<file path="config.mk">
export PLATFORM = sky130hd
export DESIGN_NAME = mips_prog_loader
export DESIGN_NICKNAME = d
export VERILOG_FILES = /design/src/rtl/mips_prog_loader.sv
export SDC_FILE = /design/constraint.sdc
export NUM_CORES = 1
export LEC_CHECK = 0
export CAP_MARGIN = 20
export CORE_MARGIN = 2
export CORE_UTILIZATION = 55
export CTS_CLUSTER_SIZE = 8
export DETAILED_ROUTE_END_ITERATION = 7
export PLACE_DENSITY = 0.86
export SYNTH_ARGS = -nofsm -noshare
export SYNTH_HDL_FRONTEND = slang
export SYNTH_SLANG_ARGS = --single-unit
</file>
<file path="constraint.sdc">
create_clock -name clk -period 4.9 [get_ports clk]
set_input_delay 0.98 -clock clk [delete_from_list [all_inputs] [get_ports clk]]
set_output_delay 0.98 -clock clk [all_outputs]
set_load 0.02 [all_outputs]
</file>
<file path="src/rtl/mips_prog_loader.sv">
// Program loader for the MIPS instruction ROM: packs a big-endian byte stream
// into 32-bit words, writes them from address 0 upward and holds the CPU until done.
module mips_prog_loader #(
   parameter int ADDR_W = 8
) (
   input  logic              clk,
   input  logic              rst_n,
   input  logic              s_valid,
   output logic              s_ready,
   input  logic [7:0]        s_data,
   input  logic              s_last,
   input  logic              reload,
   output logic              rom_we,
   output logic [ADDR_W-1:0] rom_addr,
   output logic [31:0]       rom_wdata,
   output logic              cpu_hold,
   output logic              done,
   output logic              err,
   output logic [ADDR_W:0]   word_count
);

   typedef enum logic [1:0] {LOAD, FLUSH, DONE, ERR} state_t;

   state_t          state;
   logic [1:0]      bidx;
   logic [ADDR_W:0] wr_ptr;
   logic [23:0]     sh;
   logic            accept;
   logic            full;

   assign s_ready    = (state == LOAD);
   assign accept     = s_valid && s_ready;
   assign full       = (wr_ptr == {1'b0, {ADDR_W{1'b1}}});
   assign word_count = wr_ptr;

   always_ff @(posedge clk or negedge rst_n) begin
      if (!rst_n) begin
         state     <= LOAD;
         bidx      <= '0;
         wr_ptr    <= '0;
         sh        <= '0;
         rom_we    <= 1'b0;
         rom_addr  <= '0;
         rom_wdata <= '0;
         cpu_hold  <= 1'b1;
         done      <= 1'b0;
         err       <= 1'b0;
      end else begin
         rom_we <= 1'b0;
         unique case (state)
            LOAD: begin
               if (accept) begin
                  if (bidx == 2'd3) begin
                     // First three bytes sit in sh; the current byte completes the word
                     rom_we    <= 1'b1;
                     rom_addr  <= wr_ptr[ADDR_W-1:0];
                     rom_wdata <= {sh, s_data};
                     wr_ptr    <= wr_ptr + 1'b1;
                     bidx      <= '0;
                     if (s_last) begin
                        state <= FLUSH;
                     end else if (full) begin
                        state <= ERR;
                        err   <= 1'b1;
                     end
                  end else begin
                     sh <= {sh[15:0], s_data};
                     if (s_last) begin
                        state <= ERR;
                        err   <= 1'b1;
                        bidx  <= '0;
                     end else begin
                        bidx <= bidx + 1'b1;
                     end
                  end
               end
            end
            FLUSH: begin
               // Release only after the final ROM write cycle has completed
               state    <= DONE;
               done     <= 1'b1;
               cpu_hold <= 1'b0;
            end
            DONE, ERR: begin
               if (reload) begin
                  state    <= LOAD;
                  wr_ptr   <= '0;
                  bidx     <= '0;
                  done     <= 1'b0;
                  err      <= 1'b0;
                  cpu_hold <= 1'b1;
               end
            end
         endcase
      end
   end

endmodule
</file>
==> results of run 1 <==
==> how the worst max path moves through the flow <==
| stage | from | endpoint | slack, ns | cells after the start |
|---|---|---|---|---|
| after global placement | s_valid | word_count[6] | 1.35 | 5 |
| final | s_valid | word_count[6] | 1.60 | 5 |
| after floorplan | s_valid | sh[2] | 2.71 | 5 |
| after detailed placement | s_valid | word_count[6] | 1.27 | 5 |
| after global routing | s_valid | word_count[6] | 1.37 | 5 |
| after CTS | s_valid | word_count[6] | 1.65 | 5 |
==> metal layers <==
metal,up-vias,GRT usage [%]
met4,0,8.98
met1,1184,28.6
met2,58,37.5
met3,11,6.44
met5,-,0
li1,1143,-
==> metrics by stage <==
step | std cells | setup slack (ns)
floorplan | 310 | 2.71
global placement | 437 | 1.35
detailed placement | 437 | 1.27
CTS | 453 | 1.65
global route | 454 | 1.37
finish | 454 | 1.60
==> layout by cell type, fill, tap and decap left out, drive strengths merged <==
| master | n |
|---|---|
| and2 | 2 |
| nand4 | 2 |
| mux2 | 24 |
| a21oi | 7 |
| nand2b | 1 |
| nand3 | 8 |
| or3b | 1 |
| nor2b | 1 |
| nor2 | 5 |
| o21ai | 10 |
| inv | 8 |
| ha | 3 |
| a211oi | 1 |
| buf | 3 |
| nor4b | 1 |
| o31ai | 2 |
| and3b | 1 |
| dfrtp | 80 |
| nand2 | 126 |
| clkbuf | 9 |
| and3 | 1 |
| clkinv | 5 |
| clkinvlp | 1 |
| nor3 | 1 |
| mux2i | 1 |
| dfstp | 1 |
| nand4bb | 1 |
| o22ai | 2 |
| clkdlybuf4s50 | 65 |
| or4 | 2 |
| a311o | 1 |
| or3 | 3 |
==> final cells by class <==
cell class	instances	area, µm²	share of cell area [%]
Clock buffer	9	124	2.99
Clock inverter	7	56.3	1.36
Sequential cell	81	2030	49.0
Tap cell	75	93.8	2.27
Timing Repair Buffer	68	693	16.7
Inverter	7	26.3	0.634
Multi-Input combinational cell	207	1120	27.1
==> critical path, cell delays in order <==
cell and delay (ns):
clkdlybuf4s50_1 0.54, nand4bb_2 0.73, inv_2 0.91, a311o_1 0.28
nand3_1 0.07
==> kinds of logic after synthesis <==
family	after synthesis
simple gates	156
buf+inv	22
mux	25
fa+ha+maj	3
compound gates	23
flops	81
==> flip-flops by register name, summed over array words and instances (netlist names) <==
signal and cells:
rom_we 1, cpu_hold 1, word_count 9, err 1, bidx 2, done 1, rom_addr 8, state 2
sh 24, rom_wdata 32
==> power by group through the flow <==
stage	combinational, µW	sequential [µW]	clock [µW]
3_5_place_dp	757	1070	0
2_1_floorplan	335	1160	0
6_report	754	1060	438
3_3_place_gp	729	1050	0
4_1_cts	761	1060	446
5_1_grt	819	1090	472
==> run metrics, run 1 <==
CP Max Fanout 45; Synth Area in Compound Gates 3.97%; Residual DRC 0; Flop pwr share 47.0%; Post-CTS Setup Repair Bufs 0; Synthesis Warnings 0; most numerous cell in the Yosys netlist nand2_1; fmax 303 MHz; Hold-fix buffers, CTS 0; number of synthesized flops with an enable pin 0; DR WL met2 3420 µm; Core Util, Final 70.8%; DRT iter0 DRCs 86; final setup violating endpoints 0; skew final 0.00425 ns; worst skew pair latency 0.35 ns; Mean Syn Cell Area 10.6 µm²; CP Data Arrival Time 3.54 ns; vias per cell 5.28; Synth Area in XOR/XNOR 0%; Initial DRT Pass Iterations 5; Root Buffer clkbuf_8; post-synthesis adder-cell area fraction 1.15%; Overflow after GRT 0; Final ANT Viol Nets 0; Mapped Cells 310; core area 5850 µm²; chip height 81.2 µm; total vias in the final route 2396; Crit. End Element flop; area delta synth->final 26.5%; final hold vios 0; Die W 81.2 µm; Placement Cell Area 3940 µm²; H-tree depth 3; R2R cell count 5; Reg2Reg Setup Slack 1.95 ns; Yosys reg bits 81; fraction of registers with async set/reset 100%; fin crit share 67.3%; startpoint class of the critical path input pin; P_sw 776 µW; WP data required 5.14 ns; Starting Density 56.0%; largest family of logic cells by synthesized area simple AND/OR/NAND/NOR gates; Sw Ratio 34.5%; Worst Max-Slew Pin Slew 0.903 ns; Tot GR Track Use 22.8%; Clk pwr share 19.5%; Gate power share 33.5%; Final Net Count 390; die area 6590 µm²; final instance area 4140 µm²; cts repair resizes 0; syn nets 326; commonest cells in the netlist 126 x nand2_1, 80 x dfrtp_1, 23 x mux2_2, 10 x o21ai_0, 8 x nand3_1; max layer used met4; pwr/cell area 542 nW/µm²; antenna cells 0; post-synthesis mux area share 8.56%; RSZ-0062 raised after global routing false; Max-Cap Viols 0; share of the synthesized area in the top cell type 61.1%; Synth area leaders dfrtp_1 61%, nand2_1 14%, mux2_2 7.9%; final wirelength 6740 µm; layout cells sized above 1 12.1%; initial antenna violation count 0; Hold Path Class input pin to asynchronous set/reset pin; Sum Neg Setup Slack 0 ns; post-synth cell types 34; Slew Viols, Final 0; simple-gate share of the synthesized area 20.4%; CTS tree built; Rel. slew slack 39.8%; first-pass GRT wire length 11100 µm; Routed wire per std cell 14.8 µm; routed wl met3 319 µm; Post-Route M1 WL 2890 µm; pin count of the biggest net entering global routing 82; GPL Wtd Cong 0.802; status completed; clk buf depth 2; synthesized area 3270 µm²; Site Rows 28; PortBufs 66; r2r endpoint word_count[6]; TritonCTS buffer count 9; Power Total 2250 µW; Hold WS 0.428 ns; sequential area share after synthesis 61.9%; Layout fillers 449; CTS clk-pin slew, worst paths 0.08 ns; Ports 67; Int Pwr 1470 µW; Detailed Place HPWL 4520 µm; worst r2r src bidx[0]; clock sink total 81; Synth Flop Type dfrtp_1; post-layout minimum cycle time 3.30 ns; Leak Pwr 0.00198 µW; vias in the first global route 2352; Yosys top cell by area dfrtp_1; maximum VDD drop 0.471 mV; type of the worst setup path input pin to flop
No activity file was read; power rests on OpenSTA's default activity.
==> inputs of run 2 (changes only) <==
- CORE_UTILIZATION: 55 -> 46
- PLACE_DENSITY: 0.86 -> 0.77
- clock period: 4.9 -> 3 ns (I/O delays scaled with it)
==> run metrics, run 2 (synthesized netlist as in run 1, its figures left out) <==
Crit. End Element output pin; Core Util, Final 61.6%; Site Rows 30; Ports 67; chip height 88.4 µm; Largest register FFs 32; status completed; max layer used met4; type of the worst setup path flop to output pin; Detailed Place HPWL 4280 µm; final wirelength 6410 µm; Worst Max-Slew Pin Slew 0.992 ns; Biggest register rom_wdata; die area 7810 µm²; routed wl met3 354 µm; Post-CTS Setup Repair Bufs 0; CP Max Fanout 11; core area 6830 µm²; r2r endpoint word_count[3]; final hold vios 0; worst skew pair latency 0.34 ns; Tot GR Track Use 18.1%; Overflow after GRT 0; cts repair resizes 0; Rel. slew slack 33.8%; vias in the first global route 2385; PortBufs 66; GPL Wtd Cong 0.701; skew final 0.00673 ns; Leak Pwr 0.00201 µW; Initial DRT Pass Iterations 4; WP data required 2.40 ns; commonest non-fill, non-tap cells in the layout 126 x nand2_1, 80 x dfrtp_1, 65 x clkdlybuf4s50_1; Starting Density 47.9%; Sum Neg Setup Slack 0 ns; TritonCTS buffer count 9; pin count of the biggest net entering global routing 82; Routed wire per std cell 13.5 µm; initial antenna violation count 0; fmax 424 MHz; Power Total 3820 µW; commonest non-fill, non-tap cell in the layout nand2_1; Reg2Reg Setup Slack 0.93 ns; final setup violating endpoints 0; Residual DRC 0; worst r2r src bidx[0]; Die W 88.4 µm; CTS clk-pin slew, worst paths 0.08 ns; Final Net Count 391; DRT iter0 DRCs 146; pwr/cell area 907 nW/µm²; CTS tree built; antenna cells 0; maximum VDD drop 0.562 mV; Critical path origin state[1]; post-layout minimum cycle time 2.36 ns; clk buf depth 2; RSZ-0062 raised after global routing false; first-pass GRT wire length 11000 µm; Slew Viols, Final 0; Hold-fix buffers, CTS 0; Final ANT Viol Nets 0; CP Data Arrival Time 1.76 ns; Max-Cap Viols 0; pre-CTS WS 0.437 ns; R2R cell count 5; fin crit share 78.6%; vias per cell 4.98; post-route setup slack 0.643 ns; Root Buffer clkbuf_8; Hold Path Class input pin to asynchronous set/reset pin; startpoint class of the critical path flop; area delta synth->final 28.5%; Post-Route M1 WL 3010 µm; total vias in the final route 2371; clock sink total 81; DR WL met2 3000 µm; layout cells sized above 1 12.1%; H-tree depth 3
## run 2: changes by cell type in the layout (fill, tap and decap cells not counted), sizes merged
cell	change
buf	+1
bufinv	+2
clkbuf	+2
clkinv	-2
clkinvlp	-1
inv	-1
## run 2: where the power goes
part           internal, µW  switching [µW]  leakage [µW]  total (µW)
combinational           627             590      0.000828        1220
sequential             1470             260       0.00106        1730
clock                   491             380      0.000113         871
## run 2: area by class of cell
type                            instances  area [µm²]
Fill cell                             576        2620
Sequential cell                        81        2030
Multi-Input combinational cell        207        1120
Timing Repair Buffer                   69         693
Clock buffer                           11         141
Tap cell                               96         120
Clock inverter                          5        78.8
Inverter                                7        26.3
## run 2: per-layer routing
metal	vias to the layer above	track usage, %
met5	-	0
met4	0	4.96
met3	4	5.60
met2	59	28.0
met1	1173	25.2
li1	1135	-
## run 2: critical path: stages (launching register included)
cell and delay, ns:
dfrtp_1 0.49, nor2_1 0.27, clkdlybuf4s50_1 0.66
## run 2: how the worst max path moves through the flow
stage	cells past startpoint	endpoint
3_3_place_gp	4	sh[18]
2_1_floorplan	5	sh[2]
5_1_grt	2	s_ready
4_1_cts	2	s_ready
6_report	2	s_ready
3_5_place_dp	4	sh[12]
## run 2: metrics by stage
| stage | cell area [µm²] | std cells | hold slack [ns] |
|---|---|---|---|
| 3_3_place_gp | 3990 | 460 | 0.455 |
| 6_report | 4210 | 476 | 0.393 |
| 4_1_cts | 4210 | 476 | 0.453 |
| 2_1_floorplan | 3270 | 310 | 0.304 |
| 3_5_place_dp | 3990 | 460 | 0.461 |
| 5_1_grt | 4210 | 476 | 0.493 |
==> inputs of run 3 (changes only) <==
- CORE_UTILIZATION: 46 -> 51
- PLACE_DENSITY: 0.77 -> 0.8
- clock period: 3 -> 2.3 ns (I/O delays scaled with it)
==> run metrics, run 3 (synthesized netlist as in run 1, its figures left out) <==
Slew Viols, Final 0; startpoint class of the critical path flop; core area 6280 µm²; chip height 84.1 µm; final instance area 4280 µm²; Hold-fix buffers, CTS 0; WP data required 1.84 ns; Clk pwr share 22.1%; Detailed Place HPWL 4740 µm; H-tree depth 3; final setup violating endpoints 0; Biggest register rom_wdata; Root Buffer clkbuf_8; R2R cell count 8; GPL Wtd Cong 0.767; Max-Cap Viols 0; fin crit share 93.3%; Core Util, Final 68.1%; CTS clk-pin slew, worst paths 0.08 ns; type of the worst setup path flop to output pin; antenna cells 0; post-layout minimum cycle time 2.15 ns; vias in the first global route 2513; first-pass GRT wire length 11800 µm; total vias in the final route 2441; crit path capture s_ready; Hold Path Class input pin to asynchronous set/reset pin; commonest non-fill, non-tap cell in the layout nand2_1; TritonCTS buffer count 9; Routed wire per std cell 15.0 µm; Flop pwr share 44.9%; Die W 84.1 µm; Sw Ratio 32.9%; Site Rows 29; PortBufs 66; worst skew pair latency 0.35 ns; die area 7080 µm²; final hold vios 0; Tot GR Track Use 21.1%; clock sink total 81; clk buf depth 2; Sum Neg Setup Slack 0 ns; dpl cells 449; Post-Layout Cell Count 465; Layout fillers 497; Int Pwr 3390 µW; Initial DRT Pass Iterations 4; Final ANT Viol Nets 0; Ports 67; Largest register FFs 32; Hold WS 0.0554 ns; Final Net Count 399; r2r endpoint err; CTS tree built; cts repair resizes 0; Gate power share 33.0%; Residual DRC 0; Leak Pwr 0.00205 µW; Overflow after GRT 0; Placement Cell Area 4060 µm²; initial antenna violation count 0; RSZ-0062 raised after global routing false; layout cells sized above 1 14.2%; maximum VDD drop 0.632 mV; CP Max Fanout 11; Reg2Reg Setup Slack 0.43 ns; DRT iter0 DRCs 95; skew final 0.00606 ns; vias per cell 5.25; P_sw 1660 µW; Rel. slew slack 69.3%; CP Data Arrival Time 1.69 ns; commonest non-fill, non-tap cells in the layout 126 x nand2_1, 80 x dfrtp_1, 65 x clkdlybuf4s50_1; Post-CTS Setup Repair Bufs 0; worst r2r src word_count[0]; Crit. End Element output pin; area delta synth->final 30.6%; Starting Density 52.2%; Worst Max-Slew Pin Slew 0.461 ns; pwr/cell area 1180 nW/µm²; fmax 466 MHz; pin count of the biggest net entering global routing 49; Critical path origin state[1]; final wirelength 6960 µm; status completed
## run 3: cell types whose count changed in the layout (fill, tap and decap cells not counted), sizes merged
cell      previous run  this run
buf                  4        12
clkbuf              11        10
clkinvlp             0         1
## run 3: worst min path at each step
| stage | to | cells after the start | start |
|---|---|---|---|
| floorplan | bidx[0] | 0 | rst_n |
| global placement | done | 1 | rst_n |
| detailed placement | err | 1 | rst_n |
| CTS | err | 1 | rst_n |
| global route | state[1] | 1 | rst_n |
| finish | state[0] | 1 | rst_n |
## run 3: metal layers
metal / global-route usage [%] / vias to the layer above / share of wire (%)
met4: 8.21 / 0 / 1.4
met1: 28.0 / 1190 / 44
met2: 33.4 / 86 / 49
met5: 0 / - / 0
li1: - / 1152 / -
met3: 5.54 / 13 / 6.0
## run 3: worst max-delay path: stages, from the launching register on
cell and delay (ns):
dfrtp_1 0.50, nor2_2 0.21, clkdlybuf4s50_1 0.63
## run 3: final cells by class
cell class / instances / area (µm²) / share of cell area [%]
flip-flops and latches: 81 / 2030 / 47.4
multi-input cells: 207 / 1120 / 26.3
repair buffers: 77 / 791 / 18.5
clock buffers: 10 / 128 / 2.99
well taps: 77 / 96.3 / 2.25
clock inverters: 6 / 82.6 / 1.93
inverters: 7 / 26.3 / 0.615
## run 3: metrics by stage
step                worst slack [ns]  power [µW]
finish                         0.154        5060
global route                  0.0630        5330
CTS                           0.0915        5090
detailed placement             0.125        3960
global placement               0.137        3870
floorplan                      0.509        3190
## run 3: power by group through the flow
stage / combinational, µW / sequential, µW / clock, µW
2_1_floorplan: 714 / 2480 / 0
3_3_place_gp: 1610 / 2260 / 0
3_5_place_dp: 1680 / 2280 / 0
4_1_cts: 1690 / 2260 / 1130
5_1_grt: 1800 / 2340 / 1200
6_report: 1670 / 2270 / 1120
